File: src/rtl/id_fwd_stage.sv
// Decode stage holding register with operand forwarding and load-use interlock.
// Resolves rs1/rs2 combinationally from the youngest matching writer and stalls while that writer's data is not final.
module id_fwd_stage #(
   parameter int XLEN      = 32,
   parameter int PAYLOAD_W = 64,
   parameter int NFWD      = 3,
   parameter int CNT_W     = 16
) (
   input  logic                 clk,
   input  logic                 resetn,
   input  logic                 fs2ds_valid,
   output logic                 ds_allowin,
   input  logic [PAYLOAD_W-1:0] fs2ds_bus,
   output logic [PAYLOAD_W-1:0] ds_bus,
   output logic                 ds2es_valid,
   input  logic                 es_allowin,
   input  logic                 flush,
   input  logic [4:0]           raddr1,
   input  logic [4:0]           raddr2,
   input  logic                 use1,
   input  logic                 use2,
   input  logic [XLEN-1:0]      rf_rdata1,
   input  logic [XLEN-1:0]      rf_rdata2,
   input  logic [NFWD-1:0]      fwd_we,
   input  logic [5*NFWD-1:0]    fwd_dest,
   input  logic [XLEN*NFWD-1:0] fwd_data,
   input  logic [NFWD-1:0]      fwd_ok,
   output logic [XLEN-1:0]      rs1_value,
   output logic [XLEN-1:0]      rs2_value,
   output logic [CNT_W-1:0]     stall_cnt,
   input  logic                 stall_clr
);

   localparam logic [CNT_W-1:0] CNT_MAX = '1;

   logic                 ds_valid;
   logic [PAYLOAD_W-1:0] ds_payload;
   logic                 op1_pend;
   logic                 op2_pend;
   logic                 hazard;
   logic                 ds_ready_go;

   // Walk oldest to youngest so the lowest-index match overrides; its fwd_ok alone decides pending.
   always_comb begin
      rs1_value = rf_rdata1;
      rs2_value = rf_rdata2;
      op1_pend  = 1'b0;
      op2_pend  = 1'b0;
      for (int i = NFWD - 1; i >= 0; i--) begin
         if (fwd_we[i] && (fwd_dest[5*i +: 5] == raddr1) && (raddr1 != 5'd0)) begin
            rs1_value = fwd_data[XLEN*i +: XLEN];
            op1_pend  = ~fwd_ok[i];
         end
         if (fwd_we[i] && (fwd_dest[5*i +: 5] == raddr2) && (raddr2 != 5'd0)) begin
            rs2_value = fwd_data[XLEN*i +: XLEN];
            op2_pend  = ~fwd_ok[i];
         end
      end
      if (raddr1 == 5'd0) rs1_value = '0;
      if (raddr2 == 5'd0) rs2_value = '0;
   end

   // Handshake: a payload moves on any edge where its valid and the receiver's allowin are both 1;
   // valid never depends on the receiver's allowin, and flush removes the held instruction at once.
   assign hazard      = ds_valid & ((use1 & op1_pend) | (use2 & op2_pend));
   assign ds_ready_go = ~hazard;
   assign ds_allowin  = ~ds_valid | (ds_ready_go & es_allowin);
   assign ds2es_valid = ds_valid & ds_ready_go & ~flush;
   assign ds_bus      = ds_payload;

   always_ff @(posedge clk or negedge resetn) begin
      if (!resetn) begin
         ds_valid <= 1'b0;
      end else if (flush) begin
         ds_valid <= 1'b0;
      end else if (ds_allowin) begin
         ds_valid <= fs2ds_valid;
      end
   end

   // Payload needs no reset: it is only observed while ds_valid is set.
   always_ff @(posedge clk) begin
      if (fs2ds_valid && ds_allowin && !flush) begin
         ds_payload <= fs2ds_bus;
      end
   end

   always_ff @(posedge clk or negedge resetn) begin
      if (!resetn) begin
         stall_cnt <= '0;
      end else if (stall_clr) begin
         stall_cnt <= '0;
      end else if (hazard && (stall_cnt != CNT_MAX)) begin
         stall_cnt <= stall_cnt + 1'b1;
      end
   end

endmodule
File: config.mk
export PLATFORM = sky130hd
export DESIGN_NAME = id_fwd_stage
export DESIGN_NICKNAME = d
export VERILOG_FILES = /design/src/rtl/id_fwd_stage.sv
export SDC_FILE = /design/constraint.sdc
export NUM_CORES = 1
export LEC_CHECK = 0
export BUFFER_PORTS_ARGS = -buffer_cell sky130_fd_sc_hd__buf_2
export CAP_MARGIN = 10
export CORE_AREA = 4 4 159 161
export DETAILED_ROUTE_END_ITERATION = 8
export DIE_AREA = 0 0 163 165
export HOLD_SLACK_MARGIN = 0.02
export PLACE_DENSITY_LB_ADDON = 0.08
export SLEW_MARGIN = 40
export SYNTH_ARGS = -nofsm -noshare
export SYNTH_HDL_FRONTEND = slang
export SYNTH_SLANG_ARGS = --single-unit
File: constraint.sdc
create_clock -name clk -period 12.6 [get_ports clk]
set_input_delay 0.63 -clock clk [delete_from_list [all_inputs] [get_ports clk]]
set_output_delay 0.63 -clock clk [all_outputs]
set_load 0.01 [all_outputs]
# == Word-level counts from Yosys, hierarchy flattened ==
# Cells that the tools add are included.
# word_totals
ff_bits,81
in_bits,263
output_inout_bits,146
wordCells,65
# classes
addsub,1
eq_ne,7
n_mux,18
bitwise_logic,14
n_reduce_logical,22
# ops
cell,count
two-way mux 32 bit,8
two-way mux 16 bit,2
== test 5 bit,6
adder 16 x 1 -> 16 bit (second input constant),1
!= test 16 bit (second input constant),1
logical AND 1 bit,15
zero test 5 bit,2
nonzero test 5 bit,2
two-way mux 1 bit,8
bitwise AND 1 bit,6
inverter 1 bit,6
nonzero test 2 bit,2
bitwise OR 1 bit,2
zero test 1 bit,1

# == Depth between registers and ports, before layout ==
# logic_depth
ltp_word,14
mapped_depth,10
depth_no_buf,7

# == Worst setup path before layout ==
# OpenSTA, ideal clock, no wires.
# synth_timing
kind,input port to flip-flop
from,in raddr2[1]
to,reg ds_payload[0] (netlist: ds_bus[0]) (enable)
setup_time_ns,0.579
t_arrival_ns,7.088
required_ns,12.021
setup_slack_ns,4.933
path_stages,9
n_path_buf,2
path_cell_list,clkbuf_1 -> xnor2_1 -> nand4_1 -> or4_1 -> a221oi_1 -> o22a_1 -> buf_2 -> a21bo_1 -> nor3b_1
# synth_via
elab_chain_cells,14
word_cells_on_any_way,21
cone_classes,eq/ne: 3; mux: 3; bitwise: 6; reduce/logical: 9
# synth_rtl
item,line_no,source
from (decl),19,"input logic [4:0] raddr2,"
== test 5 bit,54,if (fwd_we[i] && (fwd_dest[5*i +: 5] == raddr2) && (raddr2 != 5'd0)) begin
logical AND 1 bit (2 in a row),54,
two-way mux 1 bit (2 in a row),54,
two-way mux 1 bit (*),54,
bitwise AND 1 bit (*),65,assign hazard = ds_valid & ((use1 & op1_pend) | (use2 & op2_pend));
bitwise OR 1 bit (*),65,
bitwise AND 1 bit (*),65,
inverter 1 bit (*),66,assign ds_ready_go = ~hazard;
bitwise AND 1 bit (*),67,assign ds_allowin = ~ds_valid | (ds_ready_go & es_allowin);
bitwise OR 1 bit (*),67,
net ds_allowin,12,"output logic ds_allowin,"
logical AND 1 bit (*) (2 in a row),83,if (fs2ds_valid && ds_allowin && !flush) begin
to (signal assigned),84,ds_payload <= fs2ds_bus;
to (decl),37,logic [PAYLOAD_W-1:0] ds_payload;
# The timed path passes the listed nets; every way through them passes the cells marked *.
# A chain may end at the register's enable or synchronous reset.

# == Final worst setup path ==
# layout_timing
from,in raddr2[0]
to,out ds_allowin
# layout_via
elab_chain_cells,12
word_cells_on_any_way,19
cone_classes,eq/ne: 3; mux: 3; bitwise: 6; reduce/logical: 7
# layout_rtl
item,line_no
== test 5 bit,54
logical AND 1 bit (2 in a row),54
two-way mux 1 bit (2 in a row),54
two-way mux 1 bit (*),54
bitwise AND 1 bit (*),65
bitwise OR 1 bit (*),65
bitwise AND 1 bit (*),65
inverter 1 bit (*),66
bitwise AND 1 bit (*),67
bitwise OR 1 bit (*),67
to (decl),12
# Every way passes the cells marked *; elsewhere a longest branch is shown, timed or not.

==> results by group <==
Timing
  • Setup TNS: 0 ps
  • Period utilisation layout: 32.90%
  • Final setup viols: 0
  • Relative slew slack: 45.59%
  • Fin Hold WS: 222.3 ps
  • Clock Skews: 6.919 ps
  • Final slew viol count: 0
  • Hold Violations, Final: 0
  • Worst Tran Pin Value: 816.1 ps
  • RSZ-0062 raised after global routing: false
  • Fmax: 0.2412 GHz
  • Tmin final: 4145 ps

Outcome
  • Outcome: complete, no violations

Logic synthesis
  • Ys flop type: edfxtp_1
  • Number of flops mapped to enable cells by yosys: 64
  • Mux cell area share after synthesis: 12.66%
  • Sequential share of the synthesized area: 42.65%
  • Post-Synth Simple-Gate Area: 17.50%
  • Ys async rst share: 20.99%
  • Post-synthesis compound-gate area fraction: 18.25%
  • Synth Cell Area: 5504 µm²
  • Synth Warn #: 0
  • Register bit total from synthesis: 81
  • Post-synthesis adder-cell area fraction: 0.2273%
  • Syn_nets: 863
  • Main combinational cell family by area after synthesis: compound AO/OA/AOI/OAI gates
  • Count of different cell masters after synthesis: 39
  • Synth Instances: 599
  • XOR/XNOR Fraction of Synth Area: 4.774%
  • Mean Syn Cell Area: 9.189 µm²

Worst setup path
  • WP data required: 11970 ps
  • Critical path arrival: 3520 ps
  • CP max FO: 65
  • CP startpoint kind: primary input
  • Critical Path Sink Type: primary output
  • Kind of critical path: primary input to primary output

Global route
  • Initial antenna violation count: 4
  • Vias in the first global route: 6117
  • Remaining Overflow, GRT: 0
  • Gr usage total: 16.37%
  • First-pass GRT wire length: 34210 µm
  • Largest net degree at the start of global routing: 66

Power
  • Net Switching: 0.0002047 W
  • Clock power frac: 36.1%
  • Internal Power: 0.0005344 W
  • Leak: 3.550 nW
  • Pwr Density: 90.05 nW/µm²
  • Comb power frac: 22.9%
  • Switching share of total power: 27.70%
  • Sequential Power Share: 40.9%
  • Peak supply drop: 55.89 µV

Layout
  • Area Overhead vs Synth: 49.10%
  • Commonest non-fill, non-tap cell in the layout: buf_2
  • Most frequent cells in the layout: buf_2, nor2_1, a21oi_1
  • Final Cell Area: 8207 µm²
  • Fill cell count: 2624
  • NumNets Final: 1243
  • Layout Cells excl Fill: 1312
  • Layout cell share with drive strength beyond 1: 45.43%

Die
  • Die Span Y: 165 µm
  • Die Wd: 163 µm
  • Row Count: 57
  • Starting Density: 22.97%
  • I/O pins: 409
  • Placeable Area: 23960 µm²
  • Die area: 26900 µm²

Clock tree
  • Clock slew at reported path FFs: 60 ps
  • H-tree depth: 3
  • Clk buf depth: 2
  • Clk_lat worst skew: 330 ps
  • Post-CTS Repair Setup Buffers: 0
  • Clock Tree Root: clkbuf_16
  • TritonCTS clock tree: built
  • Resized cells post-CTS: 0
  • Hold bufs inserted after CTS: 0
  • CTS Sinks: 81
  • Num CTS Buffers: 9

Placed design
  • Post-DP HPWL: 19030 µm
  • Placed Instance Area: 7889 µm²
  • Port Buffers: 408
  • Dpl cells: 1292
  • GPL Wtd Cong: 0.8118

Drt
  • Via density per instance: 4.617
  • WL per Instance: 18.11 µm
  • 1st-iter DRT viols: 281
  • Number of remaining DRC errors: 0
  • Total iterations of the first detailed-routing run: 4
  • Routed Antenna Nets: 0
  • DRT Wirelength: 23760 µm
  • Vias: 6058

Min path
  • Worst hold path type: primary input to async pin

Run
  • Max_cap viols: 0
[area by class of cell]
type | count | area, µm² | share of cell area (%)
multi-input cells | 465 | 2970 | 36.19
clock inverters | 7 | 82.58 | 1.006
well taps | 324 | 405.4 | 4.940
flip-flops and latches | 81 | 2347 | 28.60
clock buffers | 9 | 225.2 | 2.744
inverters | 3 | 13.76 | 0.1677
diodes | 4 | 10.01 | 0.1220
repair buffers | 419 | 2152 | 26.22
[final timing paths]
path,from,end,slack [ps],depth (start not counted)
max,raddr2[0],ds_allowin,8450,10
min,resetn,stall_cnt[6],220,1
max reg2reg,stall_cnt[0],stall_cnt[7],10450,7
min reg2reg,stall_cnt[11],stall_cnt[11],580,2
max in group asynchronous,resetn,stall_cnt[0],12080,1
min in group clk,fs2ds_bus[7],ds_bus[7],470,1
[critical path, cell delays in order]
cell	delay, ps
buf_2	130
or4_4	560
nor2_4	410
or4_2	220
buf_4	520
a221oi_1	200
o22a_1	220
buf_4	220
a21bo_1	240
buf_2	140
[synthesized netlist by cell type, drive strengths merged, types with 2 or more instances]
master / count / area [µm²]
a211oi: 64 / 480.5
a21oi: 76 / 380.4
a221oi: 2 / 17.52
and2: 2 / 12.51
and3: 2 / 12.51
buf: 23 / 101.4
clkbuf: 27 / 101.4
dfrtp: 17 / 425.4
edfxtp: 64 / 1922
inv: 3 / 13.77
mux2: 5 / 56.30
mux2i: 64 / 640.6
nand2: 6 / 22.52
nand3: 11 / 55.05
nand4: 8 / 50.05
nor2: 136 / 525.5
nor2b: 6 / 37.54
nor3: 2 / 10.01
nor4: 10 / 62.56
o211ai: 2 / 15.01
o21ai: 5 / 25.02
o31ai: 9 / 67.56
or3: 2 / 12.51
or4: 15 / 120.1
xnor2: 22 / 192.7
xor2: 8 / 70.07
[power groups by stage]
stage	clock (W)	sequential (W)	combinational [W]
6_report	0.000267	0.000302	0.000170
5_1_grt	0.000288	0.000303	0.000188
4_1_cts	0.000276	0.000302	0.000172
3_5_place_dp	0	0.000308	0.000172
3_3_place_gp	0	0.000308	0.000172
2_1_floorplan	0	0.000314	0.0000715
[cells by family after synthesis]
family | after synthesis
muxes | 69
DFF | 81
AOI/OAI and AO/OA | 160
buffers and inverters | 53
and+or+nand+nor | 205
adders and majority gates | 1
xor gates and xnor gates | 30
[through the flow]
stage          power [W]  utilization, %  worst slack (ps)
6_report       0.0007390           34.25              8455
5_1_grt        0.0007793           34.22              8185
4_1_cts        0.0007506           34.21              8384
3_5_place_dp   0.0004797           32.92              8100
3_3_place_gp   0.0004805           32.74              7801
2_1_floorplan  0.0003860               -              4933
[routing by layer]
layer / vias to the layer above / GRT usage (%) / part of all wire, %
li1: 3002 / - / -
met1: 2760 / 18.55 / 38
met2: 263 / 29.89 / 52
met3: 27 / 4.542 / 8.6
met4: 6 / 5.032 / 1.6
met5: - / 0 / 0.17
[sequential cells by signal, indices dropped and copies added (netlist names)]
signal / count
stall_cnt: 16
ds_valid: 1
ds_bus: 64
Power figures use the tool's default switching activity.
